[src/rtl/rom_port_arbiter.sv]
// rom_port_arbiter: round-robin arbiter sharing one synchronous ROM read port among NREQ requesters.
module rom_port_arbiter #(
    parameter int NREQ    = 4,
    parameter int WID     = 8,
    parameter int AW      = 9,
    parameter int ROM_LAT = 2,
    localparam int IW     = $clog2(NREQ)
) (
    input  logic               clk,
    input  logic               reset,
    input  logic [NREQ-1:0]    req,
    input  logic [NREQ*AW-1:0] req_addr,
    input  logic [WID-1:0]     rom_q,
    output logic [AW-1:0]      rom_address,
    output logic [NREQ-1:0]    ack,
    output logic [WID-1:0]     rdata,
    output logic [IW-1:0]      grant_id,
    output logic               busy
);
    localparam int CW = $clog2(ROM_LAT + 1);
    typedef enum logic [1:0] {IDLE, WAIT, RESP, GAP} state_t;
    state_t state, state_nx;
    logic [IW-1:0] rr_ptr, win, nxt;
    logic [CW-1:0] cnt;
    // Descending scan so the last hit is the first set bit at or after rr_ptr.
    always_comb begin
        win = rr_ptr;
        nxt = rr_ptr;
        for (int k = NREQ - 1; k >= 0; k--) begin
            if (req[(int'(rr_ptr) + k) % NREQ]) begin
                win = IW'((int'(rr_ptr) + k) % NREQ);
                nxt = IW'((int'(rr_ptr) + k + 1) % NREQ);
            end
        end
    end
    always_comb begin
        state_nx = state;
        case (state)
            IDLE:    state_nx = |req ? WAIT : IDLE;
            WAIT:    state_nx = (cnt == CW'(ROM_LAT - 1)) ? RESP : WAIT;
            RESP:    state_nx = GAP;
            default: state_nx = IDLE;
        endcase
    end
    always_ff @(posedge clk) begin
        if (reset) begin
            state       <= IDLE;
            rom_address <= '0;
            rdata       <= '0;
            ack         <= '0;
            grant_id    <= '0;
            rr_ptr      <= '0;
            cnt         <= '0;
        end else begin
            state <= state_nx;
            ack   <= (state == RESP) ? NREQ'(1) << grant_id : '0;
            if (state == IDLE && |req) begin
                rom_address <= req_addr[int'(win)*AW +: AW];
                grant_id    <= win;
                rr_ptr      <= nxt;
                cnt         <= '0;
            end
            if (state == WAIT) cnt <= cnt + CW'(1);
            if (state == RESP) rdata <= rom_q;
        end
    end
    assign busy = (state != IDLE);
endmodule

[config.mk]
export PLATFORM = sky130hd
export DESIGN_NAME = rom_port_arbiter
export DESIGN_NICKNAME = d
export VERILOG_FILES = /design/src/rtl/rom_port_arbiter.sv
export SDC_FILE = /design/constraint.sdc
export NUM_CORES = 1
export LEC_CHECK = 0
export CAP_MARGIN = 20
export CORE_MARGIN = 2
export CORE_UTILIZATION = 25
export CTS_CLUSTER_SIZE = 30
export DETAILED_ROUTE_END_ITERATION = 6
export HOLD_SLACK_MARGIN = 0.03
export SYNTH_ARGS = -nofsm -noshare
export SYNTH_HDL_FRONTEND = slang
export SYNTH_SLANG_ARGS = --single-unit
[constraint.sdc]
create_clock -name clk -period 1.6 [get_ports clk]
set_input_delay 0.24 -clock clk [delete_from_list [all_inputs] [get_ports clk]]
set_output_delay 0.24 -clock clk [all_outputs]
set_load 0.005 [all_outputs]
### After elaboration in Yosys (flattened, before gate mapping)

Cells that the tools add are included.
W data, S select, Z words.

* bits in registers: 29
* input port bits: 50
* output and inout bits: 24
* logic and storage cells: 63

* add/sub/neg operators: 7
* multipliers: 1
* order comparisons: 4
* eq/ne operators: 3
* shift operators: 2
* muxes and demuxes: 24
* bitwise logic cells: 4
* reductions and logical operators: 11

Operators with widths (number)
* $shiftx A36 B7 Y9: 1
* $mux W2: 11
* $lt A3 B4 Y1 const B: 3
* $add A2 B1 Y2 const B: 4
* $bmux W1 S2: 4
* $mux W1: 8
* $reduce_or A2 Y1: 4
* $add A2 B2 Y2 const B: 3
* $mul A2 B4 Y6 const B: 1
* $pmux W2 S3: 1
* $eq A2 B1 Y1 const B: 2
* $reduce_bool A2 Y1: 2
* $reduce_bool A4 Y1: 1
* $reduce_or A4 Y1: 1
* $shl A1 B2 Y4 const A: 1
* $and A1 B1 Y1 const A: 3
* $lt A2 B3 Y1 const B: 1
* $eq A2 B2 Y1 const B: 1
* $logic_not A2 Y1: 1
* $reduce_and A2 Y1: 1
* $logic_and A1 B1 Y1: 1
* $not A1 Y1: 1

### Longest topological paths before layout

Gate-level depths: netlist (run 1).

* depth after elaboration: 12
* depth in mapped cells: 8

### Least setup slack after synthesis (run 1)

OpenSTA, ideal clock, no wires.

* path type: register to register
* start: register rr_ptr[1]
* end: register rom_address[1]
* setup time: 0.117 ns
* data arrival time: 1.579 ns
* data required time: 1.483 ns
* slack: -0.097 ns
* stages on the path, launching flop included: 7
* period minus slack after synthesis: 1.697 ns
* path through: dfxtp_1 > or3_4 > o2111ai_4 > buf_12 > nand2_8 > a211o_1 > a32o_1

* longest elaborated chain between the ends: 10
* elaborated cells between the ends (all ways): 20
* classes of those cells: add/sub: 3; mul: 1; shift: 1; mux: 15

RTL lines
* start, declared: line 23 `logic [IW-1:0] rr_ptr, win, nxt;`
* start signal, assigned: line 60 `rr_ptr <= nxt;`
* $add A2 B2 Y2: line 30, 31
* $bmux W1 S2: line 30 `if (req[(int'(rr_ptr) + k) % NREQ]) begin`
* $mux W1 (not written as such) (2 in series): line 30
* $mux W2 (3 in series): line 30
* $mux W2 *: line 30
* $mul A2 B4 Y6 *: line 58 `rom_address <= req_addr[int'(win)*AW +: AW];`
* $shiftx A36 B7 Y9 *: line 58
* end signal, assigned: line 58
* end, declared: line 14 `output logic [AW-1:0] rom_address,`

Mark *: on every way between the ends. The rest lies on a longest branch, timed or not. The select of a mux whose other input is x is not followed.
A chain may end at the register's enable or synchronous reset.

### Worst setup path in the final report (run 1)

* start: register rr_ptr[1]
* end: register rom_address[6]

Same word-level chain as after synthesis.

==> results of run 1 <==
## metrics by stage
stage / power [W] / hold WS (ns)
final: 0.00258 / 0.459
after global routing: 0.00276 / 0.491
after CTS: 0.00260 / 0.460
after detailed placement: 0.00186 / 0.451
after global placement: 0.00185 / 0.442
after floorplan: 0.00136 / 0.376
## power by group through the flow
stage / combinational [W] / sequential (W) / clock [W]
2_1_floorplan: 0.000474 / 0.000883 / 0
3_3_place_gp: 0.000966 / 0.000886 / 0
3_5_place_dp: 0.000973 / 0.000885 / 0
4_1_cts: 0.00111 / 0.000875 / 0.000614
5_1_grt: 0.00121 / 0.000886 / 0.000656
6_report: 0.00112 / 0.000875 / 0.000591
## state kept, by name (all words and copies together) (netlist names)
signal	count
ack	4
rom_address	9
rr_ptr	2
rdata	8
grant_id	2
cnt	2
state	2
## worst min-delay path by stage
stage,slack (ns),depth (start not counted),end,startpoint
finish,0.46,2,rdata[3]$_SDFFE_PP0P_,rdata[3]$_SDFFE_PP0P_
detailed placement,0.45,2,rdata[4]$_SDFFE_PP0P_,rdata[4]$_SDFFE_PP0P_
floorplan,0.38,2,rdata[0]$_SDFFE_PP0P_,rom_q[0]
global placement,0.44,2,rdata[7]$_SDFFE_PP0P_,rdata[7]$_SDFFE_PP0P_
global route,0.49,2,rdata[4]$_SDFFE_PP0P_,rdata[4]$_SDFFE_PP0P_
CTS,0.46,2,rdata[4]$_SDFFE_PP0P_,rdata[4]$_SDFFE_PP0P_
## tightest hold or removal path, stage by stage, from the launching register on
cell     delay, ns
dfxtp_1       0.31
nand2_1       0.05
a21oi_1       0.05
## layer usage
metal / vias to the layer above / part of all wire
met2: 49 / 0.50
met4: 0 / 0.012
met3: 5 / 0.046
li1: 959 / -
met1: 922 / 0.44
met5: - / 0
## layout make-up
class	count	area, um2	area share
multi-input combinational	153	1000	0.346
tap	77	96.3	0.0332
inverter	4	15.0	0.00517
sequential	29	583	0.201
clock buffer	5	68.8	0.0237
clock inverter	3	17.5	0.00603
timing repair buffer	117	1120	0.385
## repair_timing
item | CTS | global route
gates cloned | 3 | 0
endpoints found under the hold margin | 0 | 0
setup endpoints to repair | 16 | 10
pin swaps | 6 | 1
gates resized for setup | 23 | 6
buffers inserted | 10 | 0
hold buffers | 0 | 0
## Yosys cell counts, drive strengths merged
master   instances
a211o            8
a211oi           1
a21oi           17
a311oi           1
a31oi            2
a32o             8
and3             9
buf              8
clkbuf           4
dfxtp           29
ha               1
inv              4
mux2i            3
nand2           32
nand2b           7
nand3            9
nand3b           2
nand4            8
nor2            12
nor2b            4
nor3             3
nor3b            1
nor4             1
o2111a           1
o2111ai          1
o21a             2
o21ai           12
o221a            1
o221ai           1
o31ai            1
or2              1
or3              1
or4              1
## logic make-up (layout without fill, tap and decap cells)
kind of cell | count (synthesis) | after routing
compound gates | 56 | 57
mux | 3 | 3
flops | 29 | 29
fa+ha+maj | 1 | 1
buf+inv | 16 | 129
simple gates | 91 | 92
==> impl_metrics.ini, run 1 <==
[worst_setup_path]
worst_path_largest_cell_delay_ns = 0.35
crit_arrival_ns = 1.93
critPathKind = reg2reg
worstRegToRegCells = 7
critical_path.top_delay_family = compound AO/OA/AOI/OAI gates
cp-startpoint = rr_ptr[1]$_SDFFE_PP0P_
worst-path-buf-inv = 2
timing.rr.end = rom_address[6]$_SDFFE_PP0P_
crit_chain = buf_6, nand2b_4, o21a_1, o221a_4, buf_12, a211o_1, a32o_1
crit_end = rom_address[6]$_SDFFE_PP0P_
rrSetupSlack_ns = -0.15
reg2reg_from = rr_ptr[1]$_SDFFE_PP0P_
critical_path_required_ns = 1.78
cpMaxStageDelayCell = dfxtp_2
worstPathMaxFanout = 8
critPathCaptureType = flip-flop
cp-start-kind = flip-flop
crit_cells = 7

[pwr]
leakagePower_nw = 1.15
clkPwrFrac = 0.229
p_comb_frac = 0.432
p_sw_w = 0.000819
intPower_w = 0.00176
switching_share = 0.317
ir_drop_v = 0.000466
powerDensity_nw_per_um2 = 889
pwr-share-seq = 0.339

[cells_and_area]
fin_util = 0.460
layout_commonest_cell = clkdlybuf4s50_1
antenna_cells = 0
fin_cells = 388
design_area_um2 = 2910
layout.nets = 361
fillers = 624
drive_above_1_share = 0.244
mostFrequentLayoutCells = clkdlybuf4s50_1, buf_4, nand2_1, dfxtp_1, a21oi_1
syn2layout_area_growth_pct = 79.2

[routing]
wl_mm = 5.46
via_per_inst = 4.99
wire_per_inst_um = 14.1
drt_iter0_drc = 93
firstDrtPassIters = 4
drc = 0
vias = 1935
antenna_left = 0

[clock_tree]
path_clk_slew_ns = 0.07
cts_tree = built
cts_sinks = 29
clk_path_buf_depth = 2
clock_latency_ns = 0.28
cts.htree.levels = 2
cts_buffers = 5
root_buffer = clkbuf_8

[yosys]
synth.area.top_cells = dfxtp_1, nand2_1, a21oi_1
synth-simple-area-share = 0.294
ys_ff_latch = 29
synth_area_per_cell_um2 = 8.27
synth_mux_area_frac = 0.0185
synth-compound-area-share = 0.258
synthXorXnorAreaFrac = 0
yosysTopAreaCellShare = 0.358
syn-num-nets = 247
syn-cell-area_um2 = 1620
ys_seq_area_frac = 0.358
synth_top_family_by_area = simple AND/OR/NAND/NOR gates
yosysUniqueCellTypes = 41
synth_fa_ha_area_frac = 0.00772
yosys.area.top_type = dfxtp_1
ys.warnings.count = 0
syn_inst = 196

[floorplanning]
fp.dieW_um = 84.5
initial_core_util = 0.257
ios = 74
die_h_um = 84.5
fp.dieArea_um2 = 7150
num_rows = 29
core_area_um2 = 6310

[sta]
finClkSkew_ns = 0.00234
fin_ws_ns = -0.152
tightest_slew_ns = 0.460
hold_viol_final = 0
min_period_ns = 1.75
period_share = 1.10
relSlewSlack = 0.694
fmax_ghz = 0.571
rsz0062_at_grt = yes
maxSlewViolCount = 0
final.setup.tns_ns = -1.14
setup-violations-final = 9

[global_routing]
grt_max_degree = 18
grt_pass1_wl_mm = 9.16
antenna_found_initial = 0
grtUsageTotal = 0.159
grtUsageMet1 = 0.208
use_met2 = 0.257
busiest_layer = met2
grtUsageMet3 = 0.0354
grt_overflow = 0
grt_pass1_vias = 1874

[placement]
place_ws_ns = -0.633
dpl.cell_count = 367
placed_area_um2 = 2650
dp_hpwl_mm = 3.78
gp_congestion = 0.789
portBuffers = 73

[outcome]
failed_checks = negative setup slack
status = finished with violations

[hold_path]
min_path_type = reg2reg

[flow_run]
max-cap-violations = 0
No activity file was read; power rests on OpenSTA's default activity.
==> run 2: changes to the inputs <==
--- a/config.mk
+++ b/config.mk
@@ -8,9 +8,10 @@
 export CAP_MARGIN = 20
 export CORE_MARGIN = 2
 export CORE_UTILIZATION = 25
-export CTS_CLUSTER_SIZE = 30
+export CTS_CLUSTER_SIZE = 40
 export DETAILED_ROUTE_END_ITERATION = 6
 export HOLD_SLACK_MARGIN = 0.03
+export PLACE_DENSITY_LB_ADDON = 0.15
 export SYNTH_ARGS = -nofsm -noshare
 export SYNTH_HDL_FRONTEND = slang
 export SYNTH_SLANG_ARGS = --single-unit
==> run 2 against run 1 <==
Net effect:
- the run still ends with negative setup slack left
- clock power increased by 2%
- cell count fell by 0.77%
- combinational power about the same
- utilization grew 0.36 points
- hold slack got worse by 0.0049 ns
- non-clock buffer count is 1 lower
- critical path type unchanged
- largest cell class unchanged
- largest power group unchanged
==> impl_metrics.ini, run 2 (same netlist as run 1, synthesis figures left out) <==
[routing]
wire_per_inst_um = 13.9
wl_mm = 5.34
antenna_left = 0
via_per_inst = 4.79
drc = 0
drt_iter0_drc = 56
firstDrtPassIters = 6
vias = 1843

[global_routing]
grt_pass1_vias = 1868
use_met2 = 0.245
busiest_layer = met2
grtUsageTotal = 0.153
grtUsageMet3 = 0.0393
grt_max_degree = 19
antenna_found_initial = 0
grtUsageMet1 = 0.197
grt_overflow = 0
grt_pass1_wl_mm = 8.70

[clock_tree]
clock_latency_ns = 0.27
root_buffer = clkbuf_8
cts.htree.levels = 2
cts_sinks = 29
ctsHoldBuffers = 0
clk_path_buf_depth = 2
path_clk_slew_ns = 0.06
cts_tree = built
cts_buffers = 5

[floorplanning]
fp.dieW_um = 84.5
die_h_um = 84.5
ios = 74
num_rows = 29
initial_core_util = 0.257
fp.dieArea_um2 = 7150
core_area_um2 = 6310

[outcome]
status = finished with violations
failed_checks = negative setup slack

[cells_and_area]
largest_register = rom_address
layout.nets = 359
largest_reg_flops = 9
drive_above_1_share = 0.234
syn2layout_area_growth_pct = 80.6
reg.largest.list = rom_address x9, rdata x8, ack x4
antenna_cells = 0
layout_commonest_cell = clkdlybuf4s50_1
mostFrequentLayoutCells = clkdlybuf4s50_1, buf_4, nand2_1, dfxtp_1, a21oi_1
fillers = 638

[sta]
fin_ws_ns = -0.168
hold_viol_final = 0
finClkSkew_ns = 0.00340
rsz0062_at_grt = yes
setup-violations-final = 10
min_period_ns = 1.77
tightest_slew_ns = 0.488
period_share = 1.11
fmax_ghz = 0.566
maxSlewViolCount = 0
relSlewSlack = 0.674

[worst_setup_path]
critical_path.top_delay_family = compound AO/OA/AOI/OAI gates
crit_chain = buf_6, nand2b_4, o21a_1, o221a_4, clkbuf_16, a211o_1, a32o_1
cpMaxStageDelayCell = dfxtp_4
worstPathMaxFanout = 5
critPathKind = reg2reg
crit_arrival_ns = 1.93
cp-start-kind = flip-flop
critical_path_required_ns = 1.77
worst-path-buf-inv = 2
critPathCaptureType = flip-flop
worst_path_largest_cell_delay_ns = 0.36

[pwr]
power.total_w = 0.00263
ir_drop_v = 0.000460
powerDensity_nw_per_um2 = 897
leakagePower_nw = 1.16

[placement]
place_ws_ns = -0.619
dp_hpwl_mm = 3.72
portBuffers = 73
gp_congestion = 0.766

[hold_path]
min_path_type = reg2reg

[flow_run]
max-cap-violations = 0
==> run 2: cell count changes in the layout (fill, tap and decap cells not counted), moves of 2 or more <==
cell      previous run  this run
buf_4               37        33
o21ai_0              5         9
o21ai_1              5         2
clkinv_2             2         0
==> run 2: report_power, final <==
| group | leakage [nW] | internal (W) | switching, W |
|---|---|---|---|
| clock | 0.0443 | 0.000340 | 0.000260 |
| combinational | 0.873 | 0.000682 | 0.000461 |
| sequential | 0.238 | 0.000809 | 0.0000741 |
| total | 1.16 | 0.00183 | 0.000795 |
==> run 2: what timing repair did <==
action | CTS | global route
gates resized for setup | 19 | 7
buffers inserted | 7 | 2
pin swaps | 5 | 5
gates cloned | 2 | 1
setup endpoints to repair | 17 | 11
==> run 2: layout make-up <==
cell class                      count  area (um2)  area share
Timing Repair Buffer              116        1140       0.391
Sequential cell                    29         587       0.200
Inverter                            4        15.0     0.00513
Multi-Input combinational cell    152        1000       0.341
Tap cell                           77        96.3      0.0329
Clock buffer                        7        86.3      0.0295
==> run 2: layer usage <==
layer | vias to the layer above | wire (um)
met5 | - | 0
met4 | 0 | 70
met3 | 7 | 268
met2 | 49 | 2500
met1 | 840 | 2500
li1 | 947 | -
==> run 2: per-stage QoR <==
step / instances / hold WS [ns] / util / setup TNS, ns / cell area, um2
floorplan: 196 / 0.376 / - / -0.0673 / 1620
global placement: 367 / 0.444 / 0.419 / -8.00 / 2650
detailed placement: 367 / 0.452 / 0.419 / -8.33 / 2650
CTS: 383 / 0.461 / 0.454 / -1.23 / 2870
global route: 385 / 0.477 / 0.464 / -1.78 / 2930
finish: 385 / 0.454 / 0.464 / -1.26 / 2930
==> run 2: worst paths after layout <==
| kind | from | end | slack [ns] | cells after the start |
|---|---|---|---|---|
| min reg2reg | rdata[1]$_SDFFE_PP0P_ | rdata[1]$_SDFFE_PP0P_ | 0.45 | 2 |
| min | rdata[1]$_SDFFE_PP0P_ | rdata[1]$_SDFFE_PP0P_ | 0.45 | 2 |
| max | rr_ptr[1]$_SDFFE_PP0P_ | rom_address[2]$_SDFFE_PP0P_ | -0.17 | 7 |
| max reg2reg | rr_ptr[1]$_SDFFE_PP0P_ | rom_address[2]$_SDFFE_PP0P_ | -0.17 | 7 |
==> run 2: tightest hold or removal path: cells and delay by family (launching register included) <==
| family | cells | cell delay, ns |
|---|---|---|
| flip-flops | 1 | 0.31 |
| AND/OR/NAND/NOR | 1 | 0.05 |
| AO/OA/AOI/OAI | 1 | 0.05 |
==> run 3: changes to the inputs <==
--- a/config.mk
+++ b/config.mk
@@ -7,11 +7,12 @@
 export LEC_CHECK = 0
 export CAP_MARGIN = 20
 export CORE_MARGIN = 2
-export CORE_UTILIZATION = 25
+export CORE_UTILIZATION = 37
 export CTS_CLUSTER_SIZE = 40
 export DETAILED_ROUTE_END_ITERATION = 6
 export HOLD_SLACK_MARGIN = 0.03
 export PLACE_DENSITY_LB_ADDON = 0.15
+export SKIP_LAST_GASP = 1
 export SYNTH_ARGS = -nofsm -noshare
 export SYNTH_HDL_FRONTEND = slang
 export SYNTH_SLANG_ARGS = --single-unit
==> run 3 against run 2 <==
Net effect:
- the flow still finishes with violations (negative setup slack)
- utilization grew 20 points
- combinational power shrank 9.6%
- worst setup slack gained 0.079 ns
- clock skew grew 0.0080 ns
- cell count shrank 6.5%
- fmax grew 4.7%
- critical path depth shrank 1
- count of clock-buffer cells in the layout shrank 2
- largest cell class unchanged
==> impl_metrics.ini, run 3 (same netlist as run 1, synthesis figures left out) <==
[clock_tree]
cts.htree.levels = 2
path_clk_slew_ns = 0.07
cts_sinks = 29
cts_buffers = 5
cts_tree = built
root_buffer = clkbuf_8
clk_path_buf_depth = 2
clock_latency_ns = 0.29

[outcome]
failed_checks = negative setup slack
status = finished with violations

[worst_setup_path]
cpMaxStageDelayCell = dfxtp_4
worst_path_largest_cell_delay_ns = 0.37
critPathKind = reg2reg
critical_path_required_ns = 1.78
reg2reg_from = rr_ptr[1]$_SDFFE_PP0P_
worstRegToRegCells = 6
critPathCaptureType = flip-flop
worstPathMaxFanout = 7
critical_path.top_delay_family = compound AO/OA/AOI/OAI gates
cp-start-kind = flip-flop
crit_cells = 6
crit_end = rom_address[4]$_SDFFE_PP0P_
rrSetupSlack_ns = -0.09
crit_chain = or3_4, o2111ai_4, buf_12, nand2_4, a211o_1, a32o_1
worst-path-buf-inv = 1
cp-startpoint = rr_ptr[1]$_SDFFE_PP0P_
timing.rr.end = rom_address[4]$_SDFFE_PP0P_
crit_arrival_ns = 1.86

[global_routing]
grt_pass1_wl_mm = 7.80
grt_max_degree = 20
grtUsageTotal = 0.198
antenna_found_initial = 0
grt_overflow = 0
grt_pass1_vias = 1725

[routing]
wl_mm = 4.88
vias = 1866
wire_per_inst_um = 13.6
antenna_left = 0
drt_iter0_drc = 50
drc = 0
via_per_inst = 5.18
firstDrtPassIters = 4

[placement]
portBuffers = 73
dp_hpwl_mm = 3.56
placed_area_um2 = 2610
gp_congestion = 0.872

[pwr]
p_comb_frac = 0.364
intPower_w = 0.00204
powerDensity_nw_per_um2 = 986
ir_drop_v = 0.000545
clkPwrFrac = 0.324
switching_share = 0.281
pwr-share-seq = 0.312
leakagePower_nw = 1.14
p_sw_w = 0.000795

[flow_run]
max-cap-violations = 0

[cells_and_area]
drive_above_1_share = 0.240
largest_register = rom_address
layout.nets = 358
mostFrequentLayoutCells = clkdlybuf4s50_1, buf_4, nand2_1, dfxtp_1, a21oi_1
syn2layout_area_growth_pct = 77.1
design_area_um2 = 2870
layout_commonest_cell = clkdlybuf4s50_1
reg.largest.list = rom_address x9, rdata x8, ack x4
fillers = 389
antenna_cells = 0
largest_reg_flops = 9

[floorplanning]
fp.dieW_um = 70.2
initial_core_util = 0.378
core_area_um2 = 4290
ios = 74
die_h_um = 70.2
num_rows = 24
fp.dieArea_um2 = 4930

[sta]
maxSlewViolCount = 0
period_share = 1.06
finClkSkew_ns = 0.0114
tightest_slew_ns = 0.592
hold_viol_final = 0
setup-violations-final = 9
final.setup.tns_ns = -0.675
fin_ws_ns = -0.0887
fmax_ghz = 0.592
rsz0062_at_grt = yes
min_period_ns = 1.69
relSlewSlack = 0.605

[hold_path]
min_path_type = reg2reg
==> run 3: cell types whose count changed in the layout (fill, tap and decap cells not counted), sizes merged <==
cell,change
clkbuf,-2
bufinv,+2
dlygate4sd2,-1
clkinv,+1
==> run 3: cell type report <==
| cell class | instances | area (um2) | share of cell area |
|---|---|---|---|
| repair buffers | 115 | 1080 | 0.375 |
| multi-input cells | 152 | 993 | 0.346 |
| flip-flops and latches | 29 | 588 | 0.205 |
| clock buffers | 5 | 68.8 | 0.0240 |
| clock inverters | 3 | 65.1 | 0.0227 |
| well taps | 52 | 65.1 | 0.0227 |
| inverters | 4 | 15.0 | 0.00523 |
==> run 3: routing by layer <==
metal  GRT usage  vias to the layer above  routed length [um]
li1            -                      942                   -
met1       0.234                      860                2030
met2       0.352                       59                2520
met3      0.0548                        5                 288
met4      0.0491                        0                  42
met5           0                        -                   0
==> run 3: metrics by stage <==
stage	utilization	power, W	std cells	worst slack [ns]	hold slack, ns
after detailed placement	0.607	0.00183	344	-0.557	0.448
after floorplan	-	0.00136	196	-0.00842	0.376
after global routing	0.669	0.00298	360	-0.130	0.478
after CTS	0.661	0.00282	358	-0.0757	0.457
final	0.669	0.00283	360	-0.0887	0.455
after global placement	0.607	0.00183	344	-0.552	0.442
==> run 3: worst min path at each step <==
stage,startpoint,end,slack [ns],depth (start not counted)
after floorplan,rom_q[0],rdata[0]$_SDFFE_PP0P_,0.38,2
after global placement,rdata[2]$_SDFFE_PP0P_,rdata[2]$_SDFFE_PP0P_,0.44,2
after CTS,rdata[5]$_SDFFE_PP0P_,rdata[5]$_SDFFE_PP0P_,0.46,2
after detailed placement,rdata[5]$_SDFFE_PP0P_,rdata[5]$_SDFFE_PP0P_,0.45,2
after global routing,rdata[5]$_SDFFE_PP0P_,rdata[5]$_SDFFE_PP0P_,0.48,2
final,rdata[5]$_SDFFE_PP0P_,rdata[5]$_SDFFE_PP0P_,0.45,2
==> run 3: worst reg2reg max path, delay by kind of cell (launching register included) <==
kind	cells	cell delay, ns
AO/OA/AOI/OAI	3	0.64
buffers and inverters	1	0.16
flip-flops	1	0.37
AND/OR/NAND/NOR	2	0.42
==> run 3: repair_timing <==
item | in CTS | in global routing
hold buffers | 0 | 0
gates resized for setup | 23 | 7
gates cloned | 0 | 1
endpoints found under the setup margin | 17 | 13
pin swaps | 4 | 2
buffers inserted | 6 | 1
==> run 3: power by group through the flow <==
stage	Clock [W]	Combinational [W]	Sequential [W]
6_report	0.000918	0.00103	0.000884
5_1_grt	0.000969	0.00112	0.000895
4_1_cts	0.000934	0.00100	0.000880
3_5_place_dp	0	0.000948	0.000887
3_3_place_gp	0	0.000939	0.000887
2_1_floorplan	0	0.000474	0.000883
